==> src/rtl/bit32_regfile_if.sv <==
// Operand-read, write-back and trap signals between the 2R/1W register file and its ALU/control neighbours.
interface bit32_regfile_if #(
    parameter int DATA_W = 32,
    parameter int ADDR_W = 5
);
    logic              rd_en;
    logic [ADDR_W-1:0] rs_addr;
    logic [ADDR_W-1:0] rt_addr;
    logic [DATA_W-1:0] a;
    logic [DATA_W-1:0] b;
    logic              wr_en;
    logic [ADDR_W-1:0] wr_addr;
    logic [DATA_W-1:0] wr_data;
    logic              wr_v;
    logic              wr_trap_en;
    logic              trap_clr;
    logic              trap;
    logic [ADDR_W-1:0] trap_addr;

    modport master (
        output rd_en, rs_addr, rt_addr, wr_en, wr_addr, wr_data, wr_v, wr_trap_en, trap_clr,
        input  a, b, trap, trap_addr
    );

    modport slave (
        input  rd_en, rs_addr, rt_addr, wr_en, wr_addr, wr_data, wr_v, wr_trap_en, trap_clr,
        output a, b, trap, trap_addr
    );
endinterface

==> src/rtl/bit32_regfile.sv <==
// Two-read/one-write register file with write-first bypass and a sticky signed-overflow trap.
// Read and write latency 1 cycle; no backpressure, rd_en low simply holds a/b.
module bit32_regfile #(
    parameter int DATA_W = 32,
    parameter int ADDR_W = 5
) (
    input  logic           clk,
    input  logic           reset_n,
    bit32_regfile_if.slave rf
);
    localparam int DEPTH = 1 << ADDR_W;

    logic [DATA_W-1:0] regs_q [DEPTH];
    logic [DATA_W-1:0] regs_d [DEPTH];
    logic [DATA_W-1:0] a_q, a_d;
    logic [DATA_W-1:0] b_q, b_d;
    logic              trap_q, trap_d;
    logic [ADDR_W-1:0] trap_addr_q, trap_addr_d;
    logic              tev;
    logic              we_eff;

    always_comb begin
        tev    = rf.wr_en & rf.wr_v & rf.wr_trap_en;
        we_eff = rf.wr_en & (rf.wr_addr != '0) & ~(rf.wr_v & rf.wr_trap_en);

        regs_d = regs_q;
        if (we_eff) begin
            regs_d[rf.wr_addr] = rf.wr_data;
        end
        // Entry 0 forced to zero here so both the store and the bypass see r0 = 0.
        regs_d[0] = '0;

        // Reading the post-write array gives write-first bypass; trapped writes never land in it.
        a_d = a_q;
        b_d = b_q;
        if (rf.rd_en) begin
            a_d = regs_d[rf.rs_addr];
            b_d = regs_d[rf.rt_addr];
        end

        trap_d      = trap_q;
        trap_addr_d = trap_addr_q;
        if (tev) begin
            // A coincident clear frees the slot, so the new trap is recorded.
            if (!trap_q || rf.trap_clr) begin
                trap_d      = 1'b1;
                trap_addr_d = rf.wr_addr;
            end
        end else if (rf.trap_clr) begin
            trap_d      = 1'b0;
            trap_addr_d = '0;
        end
    end

    always_ff @(posedge clk or negedge reset_n) begin
        if (!reset_n) begin
            for (int i = 0; i < DEPTH; i++) begin
                regs_q[i] <= '0;
            end
            a_q         <= '0;
            b_q         <= '0;
            trap_q      <= 1'b0;
            trap_addr_q <= '0;
        end else begin
            for (int i = 0; i < DEPTH; i++) begin
                regs_q[i] <= regs_d[i];
            end
            a_q         <= a_d;
            b_q         <= b_d;
            trap_q      <= trap_d;
            trap_addr_q <= trap_addr_d;
        end
    end

    assign rf.a         = a_q;
    assign rf.b         = b_q;
    assign rf.trap      = trap_q;
    assign rf.trap_addr = trap_addr_q;
endmodule

==> src/flat_wrapper.sv <==
// flat-port wrapper written by rule: the top's interface ports become plain ports
module bit32_regfile_flat 
#(
    parameter int DATA_W = 32,
    parameter int ADDR_W = 5
)
  (clk, reset_n, rf_rd_en, rf_rs_addr, rf_rt_addr, rf_wr_en, rf_wr_addr, rf_wr_data, rf_wr_v, rf_wr_trap_en, rf_trap_clr, rf_a, rf_b, rf_trap, rf_trap_addr);
  bit32_regfile_if #(.DATA_W(DATA_W), .ADDR_W(ADDR_W)) rf_i ();
  input  logic clk;
  input  logic reset_n;
  input wire logic [$bits(rf_i.rd_en)-1:0] rf_rd_en;
  input wire logic [$bits(rf_i.rs_addr)-1:0] rf_rs_addr;
  input wire logic [$bits(rf_i.rt_addr)-1:0] rf_rt_addr;
  input wire logic [$bits(rf_i.wr_en)-1:0] rf_wr_en;
  input wire logic [$bits(rf_i.wr_addr)-1:0] rf_wr_addr;
  input wire logic [$bits(rf_i.wr_data)-1:0] rf_wr_data;
  input wire logic [$bits(rf_i.wr_v)-1:0] rf_wr_v;
  input wire logic [$bits(rf_i.wr_trap_en)-1:0] rf_wr_trap_en;
  input wire logic [$bits(rf_i.trap_clr)-1:0] rf_trap_clr;
  output wire logic [$bits(rf_i.a)-1:0] rf_a;
  output wire logic [$bits(rf_i.b)-1:0] rf_b;
  output wire logic [$bits(rf_i.trap)-1:0] rf_trap;
  output wire logic [$bits(rf_i.trap_addr)-1:0] rf_trap_addr;
  assign rf_i.rd_en = rf_rd_en;
  assign rf_i.rs_addr = rf_rs_addr;
  assign rf_i.rt_addr = rf_rt_addr;
  assign rf_i.wr_en = rf_wr_en;
  assign rf_i.wr_addr = rf_wr_addr;
  assign rf_i.wr_data = rf_wr_data;
  assign rf_i.wr_v = rf_wr_v;
  assign rf_i.wr_trap_en = rf_wr_trap_en;
  assign rf_i.trap_clr = rf_trap_clr;
  assign rf_a = rf_i.a;
  assign rf_b = rf_i.b;
  assign rf_trap = rf_i.trap;
  assign rf_trap_addr = rf_i.trap_addr;
  bit32_regfile #(.DATA_W(DATA_W), .ADDR_W(ADDR_W)) u_core (.clk(clk), .reset_n(reset_n), .rf(rf_i));
endmodule
==> config.mk <==
export PLATFORM = sky130hd
export DESIGN_NAME = bit32_regfile_flat
export DESIGN_NICKNAME = d
export VERILOG_FILES = /design/src/rtl/bit32_regfile_if.sv /design/src/rtl/bit32_regfile.sv /design/src/flat_wrapper.sv
export SDC_FILE = /design/constraint.sdc
export NUM_CORES = 2
export LEC_CHECK = 0
export ABC_CLOCK_PERIOD_IN_PS = 2700
export CAP_MARGIN = 20
export CORE_MARGIN = 5
export CORE_UTILIZATION = 70
export DETAILED_ROUTE_END_ITERATION = 10
export DONT_BUFFER_PORTS = 1
export PLACE_DENSITY = 0.95
export SLEW_MARGIN = 30
export SYNTH_ARGS = -nofsm -noshare
export SYNTH_HDL_FRONTEND = slang
export SYNTH_SLANG_ARGS = --single-unit
==> constraint.sdc <==
create_clock -name clk -period 2.7 [get_ports clk]
set_clock_uncertainty 0.15 [all_clocks]
set_input_delay 0.54 -clock clk [delete_from_list [all_inputs] [get_ports clk]]
set_output_delay 0.54 -clock clk [all_outputs]
set_load 0.005 [all_outputs]
==> load_flow_metrics.sql, run 1 <==
INSERT INTO impl_metrics (metric_group, metric, value, unit) VALUES
('floorplanning', 'floorplan.initialDensity', '70.4', '%'),
('synthesis', 'synth_top_family_by_area', 'multiplexers', ''),
('placement', 'place.detailed.hpwl', '156000', 'um'),
('clock_tree', 'clock_path_buffers', '3', ''),
('status', 'error_message', '[ERROR GRT-0116] Global routing finished with congestion. Check the congestion regions in the DRC Viewer.', ''),
('global_route', 'gr_util_all_layers', '81.1', '%'),
('global_route', 'gr-total-overflow', '1784', ''),
('synthesis', 'yosys_warnings', '0', ''),
('status', 'status', 'did not finish', ''),
('floorplanning', 'floorplan.rows', '105', ''),
('floorplanning', 'die_outline_width', '297', 'um'),
('clock_tree', 'clock_tree.htree_level_count', '3', ''),
('clock_tree', 'ctsResizeCount', '0', ''),
('clock_tree', 'postCtsHoldBufs', '157', ''),
('synthesis', 'synthArstFlopShare', '100', '%'),
('synthesis', 'synth_area_in_xor_xnor', '0.0152', '%'),
('synthesis', 'synth.yosys.seq_area_share', '46.0', '%'),
('placement', 'gpl.final_weighted_congestion', '1.03', ''),
('synthesis', 'synth-edff-count', '0', ''),
('synthesis', 'synth-simple-area-share', '6.84', '%'),
('synthesis', 'synth_cell_types', '94', ''),
('clock_tree', 'cts_root_buffer', 'sky130_fd_sc_hd__clkbuf_16', ''),
('synthesis', 'synth.area.mux_share', '21.0', '%'),
('synthesis', 'ys.flop_type', 'sky130_fd_sc_hd__dfrtp_1', ''),
('clock_tree', 'postCtsSetupBuffers', '0', ''),
('synthesis', 'postSynthAreaPerCell', '10.5', 'um^2'),
('clock_tree', 'cts-buffers-inserted', '108', ''),
('placement', 'dp_cells', '6929', ''),
('synthesis', 'post_synth_net_total', '5535', ''),
('floorplanning', 'top_level_ports', '124', ''),
('synthesis', 'postSynthRegisterBits', '1062', ''),
('clock_tree', 'cts_sinks', '1062', ''),
('global_route', 'grt_pass1_wl', '541000', 'um'),
('global_route', 'largest_net_degree_at_the_start_of_global_routing', '1063', ''),
('synthesis', 'netlist_area', '57700', 'um^2'),
('placement', 'port_bufs', '0', ''),
('synthesis', 'synth_area_in_adders', '0', '%'),
('floorplanning', 'die-height', '297', 'um'),
('synthesis', 'compound_gate_fraction_of_synth_area', '18.4', '%'),
('global_route', 'first_global_vias', '75400', ''),
('synthesis', 'netlist_instances', '5481', ''),
('status', 'outcome.stop_stage', 'global routing', '');
==> Yosys cell counts, types with 16 or more instances <==
master / number / area share, %
sky130_fd_sc_hd__a211oi_1: 113 / 1.5
sky130_fd_sc_hd__a21oi_1: 129 / 1.1
sky130_fd_sc_hd__a221o_1: 17 / 0.29
sky130_fd_sc_hd__a221oi_1: 76 / 1.2
sky130_fd_sc_hd__a22o_1: 46 / 0.70
sky130_fd_sc_hd__a22oi_1: 76 / 0.99
sky130_fd_sc_hd__a2bb2oi_1: 17 / 0.26
sky130_fd_sc_hd__a311o_1: 17 / 0.29
sky130_fd_sc_hd__a31oi_1: 39 / 0.42
sky130_fd_sc_hd__a32o_1: 17 / 0.29
sky130_fd_sc_hd__a32oi_1: 27 / 0.41
sky130_fd_sc_hd__buf_1: 48 / 0.31
sky130_fd_sc_hd__buf_2: 111 / 0.96
sky130_fd_sc_hd__buf_4: 35 / 0.46
sky130_fd_sc_hd__clkbuf_1: 326 / 2.1
sky130_fd_sc_hd__dfrtp_1: 1062 / 46
sky130_fd_sc_hd__inv_1: 540 / 3.5
sky130_fd_sc_hd__mux2_2: 432 / 8.4
sky130_fd_sc_hd__mux2i_1: 603 / 10
sky130_fd_sc_hd__mux4_2: 47 / 1.8
sky130_fd_sc_hd__nand2_1: 363 / 2.4
sky130_fd_sc_hd__nand3_1: 147 / 1.3
sky130_fd_sc_hd__nand4_1: 58 / 0.63
sky130_fd_sc_hd__nor2_1: 116 / 0.75
sky130_fd_sc_hd__nor2b_1: 21 / 0.23
sky130_fd_sc_hd__nor3_1: 32 / 0.28
sky130_fd_sc_hd__o2111ai_1: 37 / 0.56
sky130_fd_sc_hd__o211ai_1: 86 / 1.1
sky130_fd_sc_hd__o21ai_0: 175 / 1.5
sky130_fd_sc_hd__o221ai_1: 95 / 1.4
sky130_fd_sc_hd__o22a_1: 28 / 0.42
sky130_fd_sc_hd__o22ai_1: 145 / 1.6
sky130_fd_sc_hd__o2bb2ai_1: 41 / 0.62
sky130_fd_sc_hd__o311ai_0: 16 / 0.24
sky130_fd_sc_hd__o31ai_1: 82 / 1.1
==> per-stage QoR <==
stage	util, %	setup slack, ns	instance area, um^2	hold slack, ns
after floorplan	-	-0.0224	57700	0.0944
after global placement	79.2	-0.463	65000	0.151
after detailed placement	79.2	-0.603	65000	0.143
after CTS	86.0	0.00181	70500	-0.595
==> cell families after synthesis <==
family	after synthesis
AO/OA/AOI/OAI	1429
AND/OR/NAND/NOR	818
buffers and inverters	1077
multiplexers	1094
flip-flops	1062
XOR/XNOR	1
==> per-layer routing <==
metal	GRT usage, %	overflow
met2	90.5	828
met4	84.1	668
met1	78.8	118
met5	53.4	17
met3	73.7	153
==> run 2: changes to the inputs <==
CORE_UTILIZATION = 40   (was 70)
PLACE_DENSITY = unset   (was 0.95)
PLACE_DENSITY_LB_ADDON = 0.15   (was unset)
==> run 2 against run 1 <==
  * The flow now finishes, with violations (setup timing)
  * Synthesized cell count unchanged
  * Synthesized area unchanged
==> load_flow_metrics.sql, run 2 <==
INSERT INTO impl_metrics (metric_group, metric, value, unit) VALUES
('worst_hold_path', 'worstHoldPathType', 'in -> reg', ''),
('placement', 'place.detailed.hpwl', '164000', 'um'),
('synthesis', 'netlist_area', '57700', 'um^2'),
('worst_hold_path', 'timing.hold.worst_path_depth', '4', ''),
('clock_tree', 'postCtsSetupBuffers', '0', ''),
('synthesis', 'yosys-top-cells-area', 'sky130_fd_sc_hd__dfrtp_1 46%, sky130_fd_sc_hd__mux2i_1 10%, sky130_fd_sc_hd__mux2_2 8.4%', ''),
('critical_path', 'critical_path.slowest_cell', 'sky130_fd_sc_hd__a2111oi_0', ''),
('cells_and_area', 'multiInputGateArea', '27000', 'um^2'),
('synthesis', 'yosysMostFrequentCell', 'sky130_fd_sc_hd__dfrtp_1', ''),
('power_and_ir_drop', 'total_leakage_power', '38.0', 'nW'),
('global_route', 'grt_antenna_before_repair', '11', ''),
('floorplanning', 'die_footprint', '152000', 'um^2'),
('synthesis', 'yosys.area.top_type_share', '46.0', '%'),
('global_route', 'grt_pass1_wl', '365000', 'um'),
('routing', 'route.top_layer_used', 'met5', ''),
('cells_and_area', 'layout_commonest_cell', 'sky130_fd_sc_hd__buf_4', ''),
('floorplanning', 'die-height', '390', 'um'),
('synthesis', 'synth.area.mux_share', '21.0', '%'),
('synthesis', 'synth_area_in_adders', '0', '%'),
('routing', 'met3RoutedLength', '21800', 'um'),
('floorplanning', 'top_level_ports', '124', ''),
('clock_tree', 'clock_path_buffers', '3', ''),
('critical_path', 'worst_setup_path_end_kind', 'register', ''),
('clock_tree', 'clock_tree.htree_level_count', '3', ''),
('routing', 'detail_route.wl_per_cell', '30.1', 'um'),
('sta', 'hold_viol_final', '0', ''),
('sta', 'finalMaxSlewViolations', '0', ''),
('placement', 'gpl.final_weighted_congestion', '0.937', ''),
('routing', 'vias', '51200', ''),
('cells_and_area', 'largest_reg_flops', '992', ''),
('synthesis', 'postSynthAreaPerCell', '10.5', 'um^2'),
('sta', 'timing.final.crit_share', '103', '%'),
('floorplanning', 'core', '143000', 'um^2'),
('clock_tree', 'cts-buffers-inserted', '121', ''),
('sta', 'tightestPinTransition', '0.909', 'ns'),
('critical_path', 'critPathMaxStageDelay', '0.74', 'ns'),
('cells_and_area', 'commonest_cells_after_routing_fill_and_taps_aside', '1,085 x sky130_fd_sc_hd__buf_4, 1,062 x sky130_fd_sc_hd__dfrtp_1, 602 x sky130_fd_sc_hd__mux2i_1', ''),
('global_route', 'first_global_vias', '51900', ''),
('clock_tree', 'cts_root_buffer', 'sky130_fd_sc_hd__clkbuf_16', ''),
('synthesis', 'netlist_instances', '5481', ''),
('floorplanning', 'die_outline_width', '390', 'um'),
('status', 'status', 'finished with violations', ''),
('critical_path', 'start_kind', 'input pin', ''),
('synthesis', 'yosys_warnings', '0', ''),
('sta', 'rsz0062_at_grt', 'no', ''),
('synthesis', 'synth.top_cells.by_count', '1,062 x sky130_fd_sc_hd__dfrtp_1, 603 x sky130_fd_sc_hd__mux2i_1, 540 x sky130_fd_sc_hd__inv_1, 432 x sky130_fd_sc_hd__mux2_2, 363 x sky130_fd_sc_hd__nand2_1', ''),
('sta', 'final-setup-viol-count', '1', ''),
('cells_and_area', 'finish.net_count', '6453', ''),
('sta', 'fin_crit', '2.79', 'ns'),
('clock_tree', 'cts_tree', 'done', ''),
('synthesis', 'synth_area_in_xor_xnor', '0.0152', '%'),
('synthesis', 'synthArstFlopShare', '100', '%'),
('routing', 'route.final.wire_length', '253000', 'um'),
('critical_path', 'cp_max_fo', '172', ''),
('critical_path', 'worst-r2r-setup-slack', '0.31', 'ns'),
('synthesis', 'postSynthRegisterBits', '1062', ''),
('critical_path', 'kind_of_critical_path', 'in -> reg', ''),
('synthesis', 'post_synth_net_total', '5535', ''),
('synthesis', 'synth-simple-area-share', '6.84', '%'),
('sta', 'fin_hold_ws', '0.0361', 'ns'),
('critical_path', 'crit_path_cell_trace', 'clkinv_2 > buf_4 > nand3_1 > o21a_1 > o21ai_0 > o22ai_1 > a2111oi_0 > buf_4 > o31ai_1', ''),
('routing', 'vias_per_cell', '6.09', ''),
('synthesis', 'synth_cell_types', '94', ''),
('critical_path', 'cpLargestDelayFamily', 'compound AO/OA/AOI/OAI gates', ''),
('power_and_ir_drop', 'power-per-cell-area', '661', 'nW/um^2'),
('synthesis', 'compound_gate_fraction_of_synth_area', '18.4', '%'),
('routing', 'wl_met1', '99200', 'um'),
('critical_path', 'req_time_crit_path', '3.20', 'ns'),
('routing', 'drtAntennaViolNets', '0', ''),
('power_and_ir_drop', 'power.ir.vdd_worst', '0.601', 'mV'),
('clock_tree', 'clock_latency', '0.78', 'ns'),
('sta', 'final_critical_path_setup_slack', '-0.0857', 'ns'),
('floorplanning', 'floorplan.rows', '139', ''),
('cells_and_area', 'layout.cell_area.non_filler', '74600', 'um^2'),
('placement', 'port_bufs', '0', ''),
('routing', 'met2_wirelength', '112000', 'um'),
('run', 'drv.max_cap_violation_count', '0', ''),
('worst_hold_path', 'timing.hold.worst.start', 'rf_wr_en', ''),
('routing', 'drt_first_iter_violations', '5318', ''),
('global_route', 'gr_util_all_layers', '32.5', '%'),
('critical_path', 'worstReg2RegEnd', 'u_core.rf.b[19]$_DFFE_PN0P_', ''),
('cells_and_area', 'max_flop_register', 'u_core.regs_q', ''),
('cells_and_area', 'sequential_cell_area', '26600', 'um^2'),
('floorplanning', 'floorplan.initialDensity', '40.2', '%'),
('worst_hold_path', 'timing.hold.worst_endpoint', 'u_core.rf.trap_addr[1]$_DFFE_PN0P_', ''),
('sta', 'fmax', '359', 'MHz'),
('routing', 'detailedRoute.firstPassIterationCount', '6', ''),
('critical_path', 'worst_r2r_startpoint', 'u_core.regs_q[19]$_DFF_PN0_', ''),
('clock_tree', 'clk_pin_slew', '0.06', 'ns'),
('critical_path', 'worst-endpoint-arrival', '3.28', 'ns'),
('placement', 'dpl-instance-area', '69000', 'um^2'),
('cells_and_area', 'drive_above_1_share', '31.4', '%'),
('critical_path', 'worst_r2r_path_depth', '7', ''),
('cells_and_area', 'synthToLayoutAreaGrowth', '29.3', '%'),
('synthesis', 'yosysTopAreaCell', 'sky130_fd_sc_hd__dfrtp_1', ''),
('synthesis', 'synth.yosys.seq_area_share', '46.0', '%'),
('critical_path', 'cp_num_buf_inv', '3', ''),
('global_route', 'gr-total-overflow', '0', ''),
('synthesis', 'ys.flop_type', 'sky130_fd_sc_hd__dfrtp_1', ''),
('global_route', 'largest_net_degree_at_the_start_of_global_routing', '173', ''),
('synthesis', 'synth-edff-count', '0', ''),
('clock_tree', 'cts_sinks', '1062', ''),
('cells_and_area', 'num-fill-cells', '12900', ''),
('critical_path', 'timing.critical_path.mode_cell', 'sky130_fd_sc_hd__buf_4', ''),
('routing', 'drc_errors', '0', ''),
('status', 'failed_checks', 'setup timing', ''),
('synthesis', 'synth_top_family_by_area', 'multiplexers', ''),
('sta', 'slew-limit-headroom', '39.2', '%');
==> run 2: cell counts after synthesis <==
No cell type changed its count.
==> run 2: metrics by stage <==
step	power (mW)	instances	TNS (ns)	worst slack (ns)	util, %
6_report	49.3	8412	-0.0857	-0.0857	52.0
4_1_cts	49.3	8404	0	0.00603	52.0
3_5_place_dp	30.8	8080	-24.19	-0.720	48.1
3_3_place_gp	30.6	8080	-23.29	-0.683	48.1
5_1_grt	51.3	8406	0	0.00987	52.0
2_1_floorplan	25.8	5481	-0.0789	-0.0224	-
==> run 2: logic make-up (layout without fill, tap and decap cells) <==
family                    after synthesis  in the layout
buffers and inverters                1077           2097
xor gates and xnor gates                1              1
muxes                                1094           1094
DFF                                  1062           1062
other                                   0              8
AOI/OAI and AO/OA                    1429           1429
and+or+nand+nor                       818            818
==> run 2: routing by layer <==
metal | track usage, % | vias to the layer above
li1 | - | 22100
met1 | 40.9 | 25800
met2 | 49.8 | 2576
met3 | 8.05 | 738
met4 | 21.2 | 4
met5 | 0 | -
==> run 2: how the worst max path moves through the flow <==
| stage | startpoint | to | slack [ns] | depth (start not counted) |
|---|---|---|---|---|
| after floorplan | rf_wr_addr[3] | u_core.rf.a[16]$_DFFE_PN0P_ | -0.02 | 9 |
| after global routing | rf_wr_trap_en | u_core.rf.b[0]$_DFFE_PN0P_ | 0.01 | 12 |
| final | rf_rt_addr[1] | u_core.rf.b[0]$_DFFE_PN0P_ | -0.09 | 9 |
| after detailed placement | rf_wr_trap_en | u_core.rf.b[0]$_DFFE_PN0P_ | -0.72 | 12 |
| after CTS | rf_wr_data[2] | u_core.rf.b[2]$_DFFE_PN0P_ | 0.006 | 10 |
| after global placement | rf_wr_trap_en | u_core.rf.b[0]$_DFFE_PN0P_ | -0.68 | 12 |
==> run 2: report_power, final <==
| group | switching (mW) | total, mW | internal, mW |
|---|---|---|---|
| Clock | 7.32 | 17.9 | 10.6 |
| Combinational | 5.90 | 11.6 | 5.66 |
| Sequential | 1.22 | 19.8 | 18.6 |
==> run 2: area by class of cell <==
cell class / count / share of cell area [%]
Antenna cell: 8 / 0.0268
Clock buffer: 178 / 4.73
Clock inverter: 47 / 0.996
Inverter: 543 / 2.73
Multi-Input combinational cell: 3342 / 36.1
Sequential cell: 1062 / 35.6
Tap cell: 1903 / 3.19
Timing Repair Buffer: 1329 / 16.6
==> run 2: what timing repair did <==
item                                     CTS  global route
hold endpoints to repair                1347             0
endpoints found under the setup margin     0             2
resized for setup                          0             1
hold buffers                              99             0
==> run 2: worst register-to-register path: stages, from the launching register on <==
cell and delay [ns]:
sky130_fd_sc_hd__dfrtp_1 0.36, sky130_fd_sc_hd__mux2_2 0.28, sky130_fd_sc_hd__o221ai_1 0.28, sky130_fd_sc_hd__a211oi_1 0.10, sky130_fd_sc_hd__buf_4 0.17, sky130_fd_sc_hd__a2111oi_2 0.62, sky130_fd_sc_hd__buf_4 0.21, sky130_fd_sc_hd__o31ai_1 0.09
No activity file was read; power rests on OpenSTA's default activity.
